### config.mk
export PLATFORM = sky130hd
export DESIGN_NAME = dm_abstract_ctl_flat
export DESIGN_NICKNAME = d
export VERILOG_FILES = /design/src/rtl/dm_pkg.sv /design/src/rtl/dm_abstract_ctl_if.sv /design/src/rtl/dm_dmi_regs.sv /design/src/rtl/dm_abstract_ctl.sv /design/src/flat_wrapper.sv
export SDC_FILE = /design/constraint.sdc
export NUM_CORES = 1
export LEC_CHECK = 0
export ABC_CLOCK_PERIOD_IN_PS = 4700
export CAP_MARGIN = 5
export CELL_PAD_IN_SITES_DETAIL_PLACEMENT = 1
export CELL_PAD_IN_SITES_GLOBAL_PLACEMENT = 1
export CORE_MARGIN = 2
export CORE_UTILIZATION = 25
export CTS_CLUSTER_DIAMETER = 120
export CTS_CLUSTER_SIZE = 24
export DETAILED_ROUTE_END_ITERATION = 7
export GPL_TIMING_DRIVEN = 0
export HOLD_SLACK_MARGIN = 0.15
export PLACE_DENSITY = 0.62
export SETUP_SLACK_MARGIN = 0.1
export SYNTH_ARGS = -nofsm -noshare
export SYNTH_HDL_FRONTEND = slang
export SYNTH_HIERARCHICAL = 1
export SYNTH_SLANG_ARGS = --single-unit
### constraint.sdc
create_clock -name clk -period 4.7 [get_ports clk]
set_input_delay 1.41 -clock clk [delete_from_list [all_inputs] [get_ports clk]]
set_output_delay 1.41 -clock clk [all_outputs]
set_load 0.02 [all_outputs]
### src/rtl/dm_pkg.sv
// Shared definitions for the debug-module abstract-command controller:
// DMI address map, cmderr/cmdtype encodings and register field positions.
package dm_pkg;

  localparam logic [6:0] ADDR_DATA0      = 7'h04;
  localparam logic [6:0] ADDR_DMCONTROL  = 7'h10;
  localparam logic [6:0] ADDR_DMSTATUS   = 7'h11;
  localparam logic [6:0] ADDR_ABSTRACTCS = 7'h16;
  localparam logic [6:0] ADDR_COMMAND    = 7'h17;
  localparam logic [6:0] ADDR_PROGBUF0   = 7'h20;

  typedef enum logic [2:0] {
    CMDERR_NONE       = 3'd0,
    CMDERR_BUSY       = 3'd1,
    CMDERR_NOTSUP     = 3'd2,
    CMDERR_EXCEPTION  = 3'd3,
    CMDERR_HALTRESUME = 3'd4,
    CMDERR_BUS        = 3'd5
  } cmderr_e;

  // Must match the core's debug header.
  localparam logic [7:0] CMD_ACCESS_REG   = 8'd0;
  localparam logic [7:0] CMD_QUICK_ACCESS = 8'd1;
  localparam logic [7:0] CMD_ACCESS_MEM   = 8'd2;

  typedef enum logic {CMD_IDLE, CMD_BUSY} cmd_state_e;

  localparam int DMCONTROL_HALTREQ   = 31;
  localparam int DMCONTROL_RESUMEREQ = 30;
  localparam int DMCONTROL_NDMRESET  = 1;
  localparam int DMCONTROL_DMACTIVE  = 0;

  localparam int DMSTATUS_IMPEBREAK     = 22;
  localparam int DMSTATUS_ALLRESUMEACK  = 17;
  localparam int DMSTATUS_ANYRESUMEACK  = 16;
  localparam int DMSTATUS_ALLRUNNING    = 11;
  localparam int DMSTATUS_ANYRUNNING    = 10;
  localparam int DMSTATUS_ALLHALTED     = 9;
  localparam int DMSTATUS_ANYHALTED     = 8;
  localparam int DMSTATUS_AUTHENTICATED = 7;
  localparam logic [3:0] DM_VERSION     = 4'd2;

  localparam int ABSTRACTCS_PROGBUFSIZE_LSB = 24;
  localparam int ABSTRACTCS_BUSY            = 12;
  localparam int ABSTRACTCS_CMDERR_LSB      = 8;
  localparam int COMMAND_CMDTYPE_LSB        = 24;

endpackage

### src/rtl/dm_abstract_ctl_if.sv
// DMI access bus between the debug transport and the debug module.
interface dm_abstract_ctl_if;
  logic        dmi_req;
  logic        dmi_we;
  logic [6:0]  dmi_addr;
  logic [31:0] dmi_wdata;
  logic [31:0] dmi_rdata;
  logic        dmi_ack;

  modport master (output dmi_req, dmi_we, dmi_addr, dmi_wdata, input dmi_rdata, dmi_ack);
  modport slave  (input dmi_req, dmi_we, dmi_addr, dmi_wdata, output dmi_rdata, dmi_ack);
endinterface

### src/rtl/dm_dmi_regs.sv
// data0/progbuf storage plus the registered DMI read mux and ack.
module dm_dmi_regs
  import dm_pkg::*;
#(
  parameter int PROGBUF_SIZE = 2
) (
  input  logic                      clk,
  input  logic                      rst,
  input  logic                      clear,
  input  logic                      buf_wr_en,
  input  logic                      dmi_req,
  input  logic                      dmi_we,
  input  logic [6:0]                dmi_addr,
  input  logic [31:0]               dmi_wdata,
  input  logic                      core_write,
  input  logic [31:0]               core_wdata,
  input  logic                      rd_enable,
  input  logic [31:0]               rd_dmcontrol,
  input  logic [31:0]               rd_dmstatus,
  input  logic [31:0]               rd_abstractcs,
  output logic [31:0]               data0,
  output logic [32*PROGBUF_SIZE-1:0] progbuf,
  output logic [31:0]               dmi_rdata,
  output logic                      dmi_ack
);

  logic [31:0] data0_q, data0_d;
  logic [31:0] progbuf_q [PROGBUF_SIZE];
  logic [31:0] progbuf_d [PROGBUF_SIZE];
  logic [31:0] rdata_q, rdata_d, rd_val;
  logic        ack_q, ack_d;
  logic        buf_wr;

  assign buf_wr = dmi_req && dmi_we && buf_wr_en;

  always_comb begin
    data0_d   = data0_q;
    progbuf_d = progbuf_q;
    if (buf_wr && dmi_addr == ADDR_DATA0) data0_d = dmi_wdata;
    for (int i = 0; i < PROGBUF_SIZE; i++) begin
      if (buf_wr && dmi_addr == ADDR_PROGBUF0 + 7'(i)) progbuf_d[i] = dmi_wdata;
    end
    // The core's transfer result wins over a same-cycle DMI write.
    if (core_write) data0_d = core_wdata;
    if (clear) begin
      data0_d = '0;
      for (int i = 0; i < PROGBUF_SIZE; i++) progbuf_d[i] = '0;
    end
  end

  always_comb begin
    rd_val = '0;
    case (dmi_addr)
      ADDR_DATA0:      rd_val = data0_q;
      ADDR_DMCONTROL:  rd_val = rd_dmcontrol;
      ADDR_DMSTATUS:   rd_val = rd_dmstatus;
      ADDR_ABSTRACTCS: rd_val = rd_abstractcs;
      default:         rd_val = '0;
    endcase
    for (int i = 0; i < PROGBUF_SIZE; i++) begin
      if (dmi_addr == ADDR_PROGBUF0 + 7'(i)) rd_val = progbuf_q[i];
    end
    if (!rd_enable) rd_val = '0;
    ack_d   = dmi_req;
    rdata_d = rdata_q;
    if (dmi_req) rdata_d = dmi_we ? '0 : rd_val;
  end

  // NOTE: progbuf is a handful of flops, not a RAM, so it is reset like any
  // other register; the core may fetch it before the debugger ever writes it.
  always_ff @(posedge clk or posedge rst) begin
    if (rst) begin
      data0_q <= '0;
      for (int i = 0; i < PROGBUF_SIZE; i++) progbuf_q[i] <= '0;
      rdata_q <= '0;
      ack_q   <= 1'b0;
    end else begin
      data0_q   <= data0_d;
      progbuf_q <= progbuf_d;
      rdata_q   <= rdata_d;
      ack_q     <= ack_d;
    end
  end

  for (genvar g = 0; g < PROGBUF_SIZE; g++) begin : g_pb
    assign progbuf[32*g +: 32] = progbuf_q[g];
  end

  assign data0     = data0_q;
  assign dmi_rdata = rdata_q;
  assign dmi_ack   = ack_q;

endmodule

### src/rtl/dm_abstract_ctl.sv
// Debug-module control: dmcontrol/halt/resume handling, abstract command FSM
// and cmderr tracking; register storage and read mux live in dm_dmi_regs.
module dm_abstract_ctl
  import dm_pkg::*;
#(
  parameter int PROGBUF_SIZE = 2,
  parameter int DATA_COUNT   = 1
) (
  input  logic                       clk,
  input  logic                       rst,
  dm_abstract_ctl_if.slave           dmi,
  output logic                       halt_req,
  output logic                       resume_req,
  output logic                       exec,
  output logic [31:0]                command,
  output logic [31:0]                data0,
  output logic [32*PROGBUF_SIZE-1:0] progbuf,
  output logic                       ndmreset,
  input  logic                       halted,
  input  logic                       done,
  input  logic                       write,
  input  logic [31:0]                wdata,
  input  logic                       exception,
  input  logic                       bus,
  input  logic                       haltresume
);

  cmd_state_e  state_q, state_d;
  cmderr_e     cmderr_q, cmderr_d;
  logic [31:0] command_q, command_d;
  logic        dmactive_q, dmactive_d;
  logic        haltreq_q, haltreq_d;
  logic        ndmreset_q, ndmreset_d;
  logic        resume_pend_q, resume_pend_d;
  logic        resumeack_q, resumeack_d;
  logic        busy, clear, dmi_wr, wr_buf;
  logic [7:0]  cmdtype;
  logic [31:0] rd_dmcontrol, rd_dmstatus, rd_abstractcs;

  assign busy    = (state_q == CMD_BUSY);
  assign dmi_wr  = dmi.dmi_req && dmi.dmi_we;
  assign cmdtype = dmi.dmi_wdata[COMMAND_CMDTYPE_LSB +: 8];
  assign wr_buf  = dmi_wr && (dmi.dmi_addr == ADDR_DATA0 ||
                   (dmi.dmi_addr >= ADDR_PROGBUF0 &&
                    dmi.dmi_addr < ADDR_PROGBUF0 + 7'(PROGBUF_SIZE)));

  // NOTE: every output of this block is given a default first, so no path
  // leaves a signal unassigned and no latch is inferred.
  always_comb begin
    state_d       = state_q;
    cmderr_d      = cmderr_q;
    command_d     = command_q;
    dmactive_d    = dmactive_q;
    haltreq_d     = haltreq_q;
    ndmreset_d    = ndmreset_q;
    resume_pend_d = resume_pend_q;
    resumeack_d   = resumeack_q;
    clear         = 1'b0;

    if (busy && done) begin
      state_d = CMD_IDLE;
      if (cmderr_q == CMDERR_NONE) begin
        if (exception)       cmderr_d = CMDERR_EXCEPTION;
        else if (bus)        cmderr_d = CMDERR_BUS;
        else if (haltresume) cmderr_d = CMDERR_HALTRESUME;
      end
    end

    if (resume_pend_q && !halted) begin
      resume_pend_d = 1'b0;
      resumeack_d   = 1'b1;
    end

    if (dmi_wr && dmi.dmi_addr == ADDR_DMCONTROL) begin
      dmactive_d = dmi.dmi_wdata[DMCONTROL_DMACTIVE];
      haltreq_d  = dmi.dmi_wdata[DMCONTROL_HALTREQ];
      ndmreset_d = dmi.dmi_wdata[DMCONTROL_NDMRESET];
      if (dmi.dmi_wdata[DMCONTROL_RESUMEREQ] && !dmi.dmi_wdata[DMCONTROL_HALTREQ]) begin
        resume_pend_d = 1'b1;
        resumeack_d   = 1'b0;
      end
    end

    if (dmi_wr && dmi.dmi_addr == ADDR_ABSTRACTCS)
      cmderr_d = cmderr_e'(cmderr_d & ~dmi.dmi_wdata[ABSTRACTCS_CMDERR_LSB +: 3]);

    if (dmi_wr && dmi.dmi_addr == ADDR_COMMAND) begin
      if (busy)                              cmderr_d = CMDERR_BUSY;
      else if (cmderr_q != CMDERR_NONE)      cmderr_d = cmderr_q;
      else if (cmdtype > CMD_ACCESS_MEM)     cmderr_d = CMDERR_NOTSUP;
      else if (cmdtype != CMD_QUICK_ACCESS && !halted) cmderr_d = CMDERR_HALTRESUME;
      else begin
        command_d = dmi.dmi_wdata;
        state_d   = CMD_BUSY;
      end
    end

    if (wr_buf && busy) cmderr_d = CMDERR_BUSY;

    // Inactive module, or one being deactivated this cycle: only dmactive survives.
    if (!dmactive_q || !dmactive_d) begin
      clear         = 1'b1;
      state_d       = CMD_IDLE;
      cmderr_d      = CMDERR_NONE;
      command_d     = '0;
      haltreq_d     = 1'b0;
      ndmreset_d    = 1'b0;
      resume_pend_d = 1'b0;
      resumeack_d   = 1'b0;
    end
  end

  // NOTE: state registers use non-blocking assignments so every flop samples
  // the pre-edge value of the others, independent of evaluation order.
  always_ff @(posedge clk or posedge rst) begin
    if (rst) begin
      state_q       <= CMD_IDLE;
      cmderr_q      <= CMDERR_NONE;
      command_q     <= '0;
      dmactive_q    <= 1'b0;
      haltreq_q     <= 1'b0;
      ndmreset_q    <= 1'b0;
      resume_pend_q <= 1'b0;
      resumeack_q   <= 1'b0;
    end else begin
      state_q       <= state_d;
      cmderr_q      <= cmderr_d;
      command_q     <= command_d;
      dmactive_q    <= dmactive_d;
      haltreq_q     <= haltreq_d;
      ndmreset_q    <= ndmreset_d;
      resume_pend_q <= resume_pend_d;
      resumeack_q   <= resumeack_d;
    end
  end

  always_comb begin
    rd_dmcontrol = '0;
    rd_dmcontrol[DMCONTROL_HALTREQ]  = haltreq_q;
    rd_dmcontrol[DMCONTROL_NDMRESET] = ndmreset_q;
    rd_dmcontrol[DMCONTROL_DMACTIVE] = dmactive_q;

    rd_dmstatus = '0;
    rd_dmstatus[DMSTATUS_IMPEBREAK]     = 1'b1;
    rd_dmstatus[DMSTATUS_ALLRESUMEACK]  = resumeack_q;
    rd_dmstatus[DMSTATUS_ANYRESUMEACK]  = resumeack_q;
    rd_dmstatus[DMSTATUS_ALLRUNNING]    = !halted;
    rd_dmstatus[DMSTATUS_ANYRUNNING]    = !halted;
    rd_dmstatus[DMSTATUS_ALLHALTED]     = halted;
    rd_dmstatus[DMSTATUS_ANYHALTED]     = halted;
    rd_dmstatus[DMSTATUS_AUTHENTICATED] = 1'b1;
    rd_dmstatus[3:0]                    = DM_VERSION;

    rd_abstractcs = '0;
    rd_abstractcs[ABSTRACTCS_PROGBUFSIZE_LSB +: 5] = 5'(PROGBUF_SIZE);
    rd_abstractcs[ABSTRACTCS_BUSY]                 = busy;
    rd_abstractcs[ABSTRACTCS_CMDERR_LSB +: 3]      = cmderr_q;
    rd_abstractcs[3:0]                             = 4'(DATA_COUNT);
  end

  dm_dmi_regs #(.PROGBUF_SIZE(PROGBUF_SIZE)) u_regs (
    .clk           (clk),
    .rst           (rst),
    .clear         (clear),
    .buf_wr_en     (!busy),
    .dmi_req       (dmi.dmi_req),
    .dmi_we        (dmi.dmi_we),
    .dmi_addr      (dmi.dmi_addr),
    .dmi_wdata     (dmi.dmi_wdata),
    .core_write    (write),
    .core_wdata    (wdata),
    .rd_enable     (dmactive_q),
    .rd_dmcontrol  (rd_dmcontrol),
    .rd_dmstatus   (rd_dmstatus),
    .rd_abstractcs (rd_abstractcs),
    .data0         (data0),
    .progbuf       (progbuf),
    .dmi_rdata     (dmi.dmi_rdata),
    .dmi_ack       (dmi.dmi_ack)
  );

  assign halt_req   = haltreq_q;
  assign resume_req = resume_pend_q;
  assign exec       = busy;
  assign command    = command_q;
  assign ndmreset   = ndmreset_q;

endmodule

### src/flat_wrapper.sv
// flat-port wrapper written by rule: the top's interface ports become plain ports
module dm_abstract_ctl_flat import dm_pkg::*;
#(
  parameter int PROGBUF_SIZE = 2,
  parameter int DATA_COUNT   = 1
)
  (clk, rst, halt_req, resume_req, exec, command, data0, progbuf, ndmreset, halted, done, write, wdata, exception, bus, haltresume, dmi_dmi_req, dmi_dmi_we, dmi_dmi_addr, dmi_dmi_wdata, dmi_dmi_rdata, dmi_dmi_ack);
  dm_abstract_ctl_if dmi_i ();
  input  logic clk;
  input  logic rst;
  output logic halt_req;
  output logic resume_req;
  output logic exec;
  output logic [31:0] command;
  output logic [31:0] data0;
  output logic [32*PROGBUF_SIZE-1:0] progbuf;
  output logic ndmreset;
  input  logic halted;
  input  logic done;
  input  logic write;
  input  logic [31:0] wdata;
  input  logic exception;
  input  logic bus;
  input  logic haltresume;
  input wire logic [$bits(dmi_i.dmi_req)-1:0] dmi_dmi_req;
  input wire logic [$bits(dmi_i.dmi_we)-1:0] dmi_dmi_we;
  input wire logic [$bits(dmi_i.dmi_addr)-1:0] dmi_dmi_addr;
  input wire logic [$bits(dmi_i.dmi_wdata)-1:0] dmi_dmi_wdata;
  output wire logic [$bits(dmi_i.dmi_rdata)-1:0] dmi_dmi_rdata;
  output wire logic [$bits(dmi_i.dmi_ack)-1:0] dmi_dmi_ack;
  assign dmi_i.dmi_req = dmi_dmi_req;
  assign dmi_i.dmi_we = dmi_dmi_we;
  assign dmi_i.dmi_addr = dmi_dmi_addr;
  assign dmi_i.dmi_wdata = dmi_dmi_wdata;
  assign dmi_dmi_rdata = dmi_i.dmi_rdata;
  assign dmi_dmi_ack = dmi_i.dmi_ack;
  dm_abstract_ctl #(.PROGBUF_SIZE(PROGBUF_SIZE), .DATA_COUNT(DATA_COUNT)) u_core (.clk(clk), .rst(rst), .dmi(dmi_i), .halt_req(halt_req), .resume_req(resume_req), .exec(exec), .command(command), .data0(data0), .progbuf(progbuf), .ndmreset(ndmreset), .halted(halted), .done(done), .write(write), .wdata(wdata), .exception(exception), .bus(bus), .haltresume(haltresume));
endmodule
; Word-level counts from Yosys, hierarchy flattened
; Index checks and enable logic that the tools add are counted.
[totals]
romBits = 0
memories = 0
ramBits = 0
out_inout_bits = 165
inputBits = 81
latchBits = 0
register_bits = 170
[op_classes]
multipliers = 0
n_eq_ne = 13
n_bitwise = 2
magnitude_cmp = 3
n_div = 0
addsub = 0
shifts = 0
reduce_logical = 30
n_mux = 51
[ops]
columns = op, n
row1 = $mux W32, 15
row2 = $pmux W32 S4, 1
row3 = $mux W64, 1
row4 = $mux W3, 13
row5 = $eq A7 B5 Y1 const B, 4
row6 = $mux W1, 21
row7 = $logic_and A1 B1 Y1, 15
row8 = $eq A7 B6 Y1 const B, 2
row9 = $gt A8 B2 Y1 const B, 1
row10 = $ne A2 B2 Y1 const B, 4
row11 = $ne A8 B1 Y1 const B, 1
row12 = $reduce_bool A2 Y1, 4
row13 = $eq A7 B3 Y1 const B, 1
row14 = $ge A7 B6 Y1 const B, 1
row15 = $lt A7 B6 Y1 const B, 1
row16 = $reduce_bool A3 Y1, 2
row17 = $logic_not A1 Y1, 5
row18 = $ne A5 B4 Y1 const B, 1
row19 = $reduce_and A5 Y1, 1
row20 = $and A3 B3 Y3, 1
row21 = $logic_not A3 Y1, 1
row22 = $not A3 Y3, 1
row23 = $logic_or A1 B1 Y1, 2

; Logic depth before layout (Yosys ltp)
[depth]
word_depth = 14
depth_mapped = 9
depth_no_buf = 5

; Cells and area by module
; Netlist, hierarchy kept.
[modules_own_cells]
columns = module, cells_each, area_per_inst_um2, n_inst
row1 = dm_dmi_regs, 738, 7382.1, 1
row2 = dm_abstract_ctl, 180, 1928.1, 1

; Worst setup path before layout
; Ideal clock, no wire load.
[synth_timing]
kind = input port to flip-flop
start = input dmi_dmi_addr[0]
end = register u_core.u_regs.progbuf_q (netlist bit u_core/u_regs/progbuf[32])
setup_slack_ns = 0.958
setup_time_ns = 0.121
cell_stages = 8
path_buffers = 3
arrival_time_ns = 3.621
cell_sequence = or4b_1 or3_1 o21ai_2 buf_2 clkbuf_1 a31oi_1 clkbuf_1 a22o_1
[synth_via]
elab_chain_cells = 7
[synth_lines]
columns = item, line_no
row1 = start: declaration, flat_wrapper.sv:27  ; input wire logic [$bits(dmi_i.dmi_addr)-1:0] dmi_dmi_addr;
row2 = $eq A7 B5 Y1 *, dm_abstract_ctl.sv:74  ; if (dmi_wr && dmi.dmi_addr == ADDR_DMCONTROL) begin
row3 = $logic_and A1 B1 Y1 *, dm_abstract_ctl.sv:74
row4 = $mux W1 *, dm_abstract_ctl.sv:74
row5 = $logic_not A1 Y1 *, dm_abstract_ctl.sv:101  ; if (!dmactive_q || !dmactive_d) begin
row6 = $logic_or A1 B1 Y1 *, dm_abstract_ctl.sv:101
row7 = $mux W1 *, dm_abstract_ctl.sv:101
row8 = named net u_core.clear, dm_abstract_ctl.sv:36  ; logic busy, clear, dmi_wr, wr_buf;
row9 = $mux W64 or $reduce_bool A2 Y1 (tied branches), --
row10 = end signal: assignment, dm_dmi_regs.sv:79  ; progbuf_q <= progbuf_d;
row11 = end: declaration, dm_dmi_regs.sv:28  ; logic [31:0] progbuf_q [PROGBUF_SIZE];
; Mark *: on every way through the listed nets, which the timed path passes. The rest lies on a longest branch.
; A chain may end at the register's enable or synchronous reset.

; Worst setup path in the final report
[layout_timing]
start = input dmi_dmi_addr[5]
end = register u_core.u_regs.progbuf_q (netlist bit u_core/u_regs/progbuf[16])
; Same word-level chain as after synthesis.

==> run summary <==
pin count of the biggest net entering global routing: 37
Chip Width: 197 um
total global routing overflow: 0
Die ar.: 38800 um^2
Row Count: 70
DR vias: 9185
Clock Latency Late Sink: 0.45 ns
cts repair resizes: 3
Bufs on Longest Clock Path: 2
Tmin final: 4.43 ns
Worst R2R Path Depth: 5
r2r startpoint: u_core/dmactive_q$_DFF_PP0_
reg2reg setup slack: 2.19 ns
Die Y-Extent: 197 um
Worst setup SP type: input pin
DP HPWL: 34300 um
Power Dens Cells: 245 nW/um^2
Fin Setup TNS: 0 ns
area leader, netlist: dfrtp_1
critical path capture point type: flop
CTS Buf Count: 17
CTS tree: yes
Synth Instances: 918
gr usage total: 0.237
total routed wirelength: 45900 um
M1 WL: 20500 um
RSZ-0062 raised after global routing: no
hold_ws: 0.487 ns
Setup WS pre-CTS: -0.806 ns
Post-route DRC: 0
Max Fclk: 226 MHz
Worst-path clk slew: 0.06 ns
CP Data Required Time: 5.03 ns
Initial Util: 0.254
first-pass GRT wire length: 66600 um
crit share post-route: 0.942
HP Start: u_core/command[27]$_DFFE_PP0P_
critical path class: in -> reg
most frequent cell after synthesis: dfrtp_1
initial DRC count: 538
Routed met3 length: 3260 um
Non-Filler Instances: 1753
Leakage: 5.19 nW
Final Core Density: 0.364
skew final: 0.0170 ns
Inst Count DP: 1717
core area: 36600 um^2
status: finished clean
ranking of synthesized cells by area: dfrtp_1 (46%), a22o_1 (7.2%), nor2b_1 (4.4%)
worst-margin pin slew: 0.979 ns
I/O pins: 246
Slew HR: 0.347
Hold Path Depth: 1
post-synth cell types: 61
Slew Limit Fails: 0
worst hold-check path type: reg -> reg
# setup viols final: 0
Hold EP: u_core/command[27]$_DFFE_PP0P_
final instance area: 13300 um^2
sequential element share of the synthesized area: 0.457
Main synth FF type: dfrtp_1
# Max-Cap Violations: 0
share of the synthesized area in the top cell type: 0.457
H-Tree Depth: 4
fin nets: 1348
#FFs+latches synth: 170
synth warn: 6
vias in the first global route: 9560
FILL cells: 4151
Worst EP arrival: 4.75 ns
Avg WL per Cell: 26.2 um
layout cells sized above 1: 0.103
CTS Sinks: 170
hold buffer count at cts: 0
drt first pass iters: 5
GP Congestion: 0.864
Placed Area: 12800 um^2
vias per cell: 5.24
Port Buf Inserts: 244
endpoints failing hold: 0
worst setup margin: 0.272 ns
Layout Area Growth over Synthesis: 43.3%
Synth Area per Inst: 10.1 um^2
Met2 Wirelength: 21100 um
uppermost layer routed: met5
Antenna Nets Post-Route: 0
FF-to-FF End: u_core/u_regs/progbuf[11]$_DFFE_PP0P_
asr flop ratio synth: 1.00
initial antenna violation count: 6
Total Power: 3.27 mW
Post-synth top cells: dfrtp_1 (170), a22o_1 (77), nor2b_1 (66), nor2_1 (49), clkbuf_1 (47)
CP Max Fanout: 18
Root Driver: clkbuf_16
Syn Std Cell Area: 9310 um^2
post-CTS setup buffers: 0
VDD IR max: 0.263 mV
number of flops mapped to enable cells by yosys: 0
power breakdown:
part	total [mW]	leakage (nW)	switching, mW	internal, mW
registers	1.48	2.37	0.0100	1.47
clock network	1.42	0.266	0.671	0.747
logic	0.375	2.56	0.241	0.134
total	3.27	5.19	0.922	2.35
critical path, cell delays in order:
cell             delay, ns
clkdlybuf4s50_1       0.57
or4b_1                0.55
or3_1                 0.43
o21ai_2               0.40
clkbuf_4              0.41
a21oi_1               0.17
clkbuf_1              0.44
a22o_1                0.36
cell type report:
| type | instances | area [um^2] | share of cell area |
|---|---|---|---|
| Sequential cell | 170 | 4250 | 0.319 |
| Multi-Input combinational cell | 732 | 4860 | 0.364 |
| Timing Repair Buffer | 250 | 2550 | 0.191 |
| Clock inverter | 13 | 119 | 0.00891 |
| Tap cell | 468 | 586 | 0.0439 |
| Antenna cell | 5 | 12.5 | 0.000938 |
| Clock buffer | 19 | 443 | 0.0332 |
| Buffer | 88 | 478 | 0.0358 |
| Inverter | 8 | 33.8 | 0.00253 |
layout by cell type, fill, tap and decap left out, drive strengths merged, types with 6 or more instances in the layout:
cell	netlist	layout
a221oi	17	17
a21oi	39	39
a31oi	32	32
a31o	14	14
a22oi	17	17
nor2	49	49
nor3	74	74
inv	8	9
nor2b	66	66
and4b	7	7
nand3	19	19
a211oi	28	28
nand3b	18	18
dfrtp	170	170
mux2i	41	41
buf	41	46
nor4	39	39
conb	2	83
and2	12	12
a2bb2oi	19	19
clkdlybuf4s50	0	243
clkbuf	48	67
a22o	77	77
nand2	38	38
clkinv	0	6
kinds of logic after synthesis:
| family | count (synthesis) | share of synthesized area |
|---|---|---|
| compound gates | 256 | 0.210 |
| mux | 41 | 0.0441 |
| buf+inv | 97 | 0.0543 |
| flops | 170 | 0.457 |
| other cells | 2 | 0.000807 |
| simple gates | 352 | 0.234 |
worst max path at each step:
stage,from,end,cells past startpoint
3_5_place_dp,dmi_dmi_req,u_core/u_regs/progbuf[57]$_DFFE_PP0P_,10
5_1_grt,dmi_dmi_addr[5],u_core/u_regs/progbuf[5]$_DFFE_PP0P_,8
4_1_cts,dmi_dmi_addr[5],u_core/u_regs/progbuf[44]$_DFFE_PP0P_,8
6_report,dmi_dmi_addr[5],u_core/u_regs/progbuf[16]$_DFFE_PP0P_,8
2_1_floorplan,dmi_dmi_addr[0],u_core/u_regs/progbuf[32]$_DFFE_PP0P_,8
3_3_place_gp,dmi_dmi_req,u_core/u_regs/progbuf[51]$_DFFE_PP0P_,10
state kept, by name, indices dropped and copies added (netlist names):
signal / count
u_core/u_regs/dmi_ack: 1
u_core/ndmreset: 1
u_core/dmactive_q: 1
u_core/resumeack_q: 1
u_core/resume_req: 1
u_core/exec: 1
u_core/u_regs/dmi_rdata: 32
u_core/command: 32
u_core/halt_req: 1
u_core/u_regs/data0: 32
u_core/cmderr_q: 3
u_core/u_regs/progbuf: 64
layer usage:
metal	global-route usage	vias up
met5	0	-
met3	0.0606	54
met4	0.0657	6
met2	0.378	341
met1	0.318	4681
li1	-	4103
Note: power is estimated with default switching activity, not from simulation.
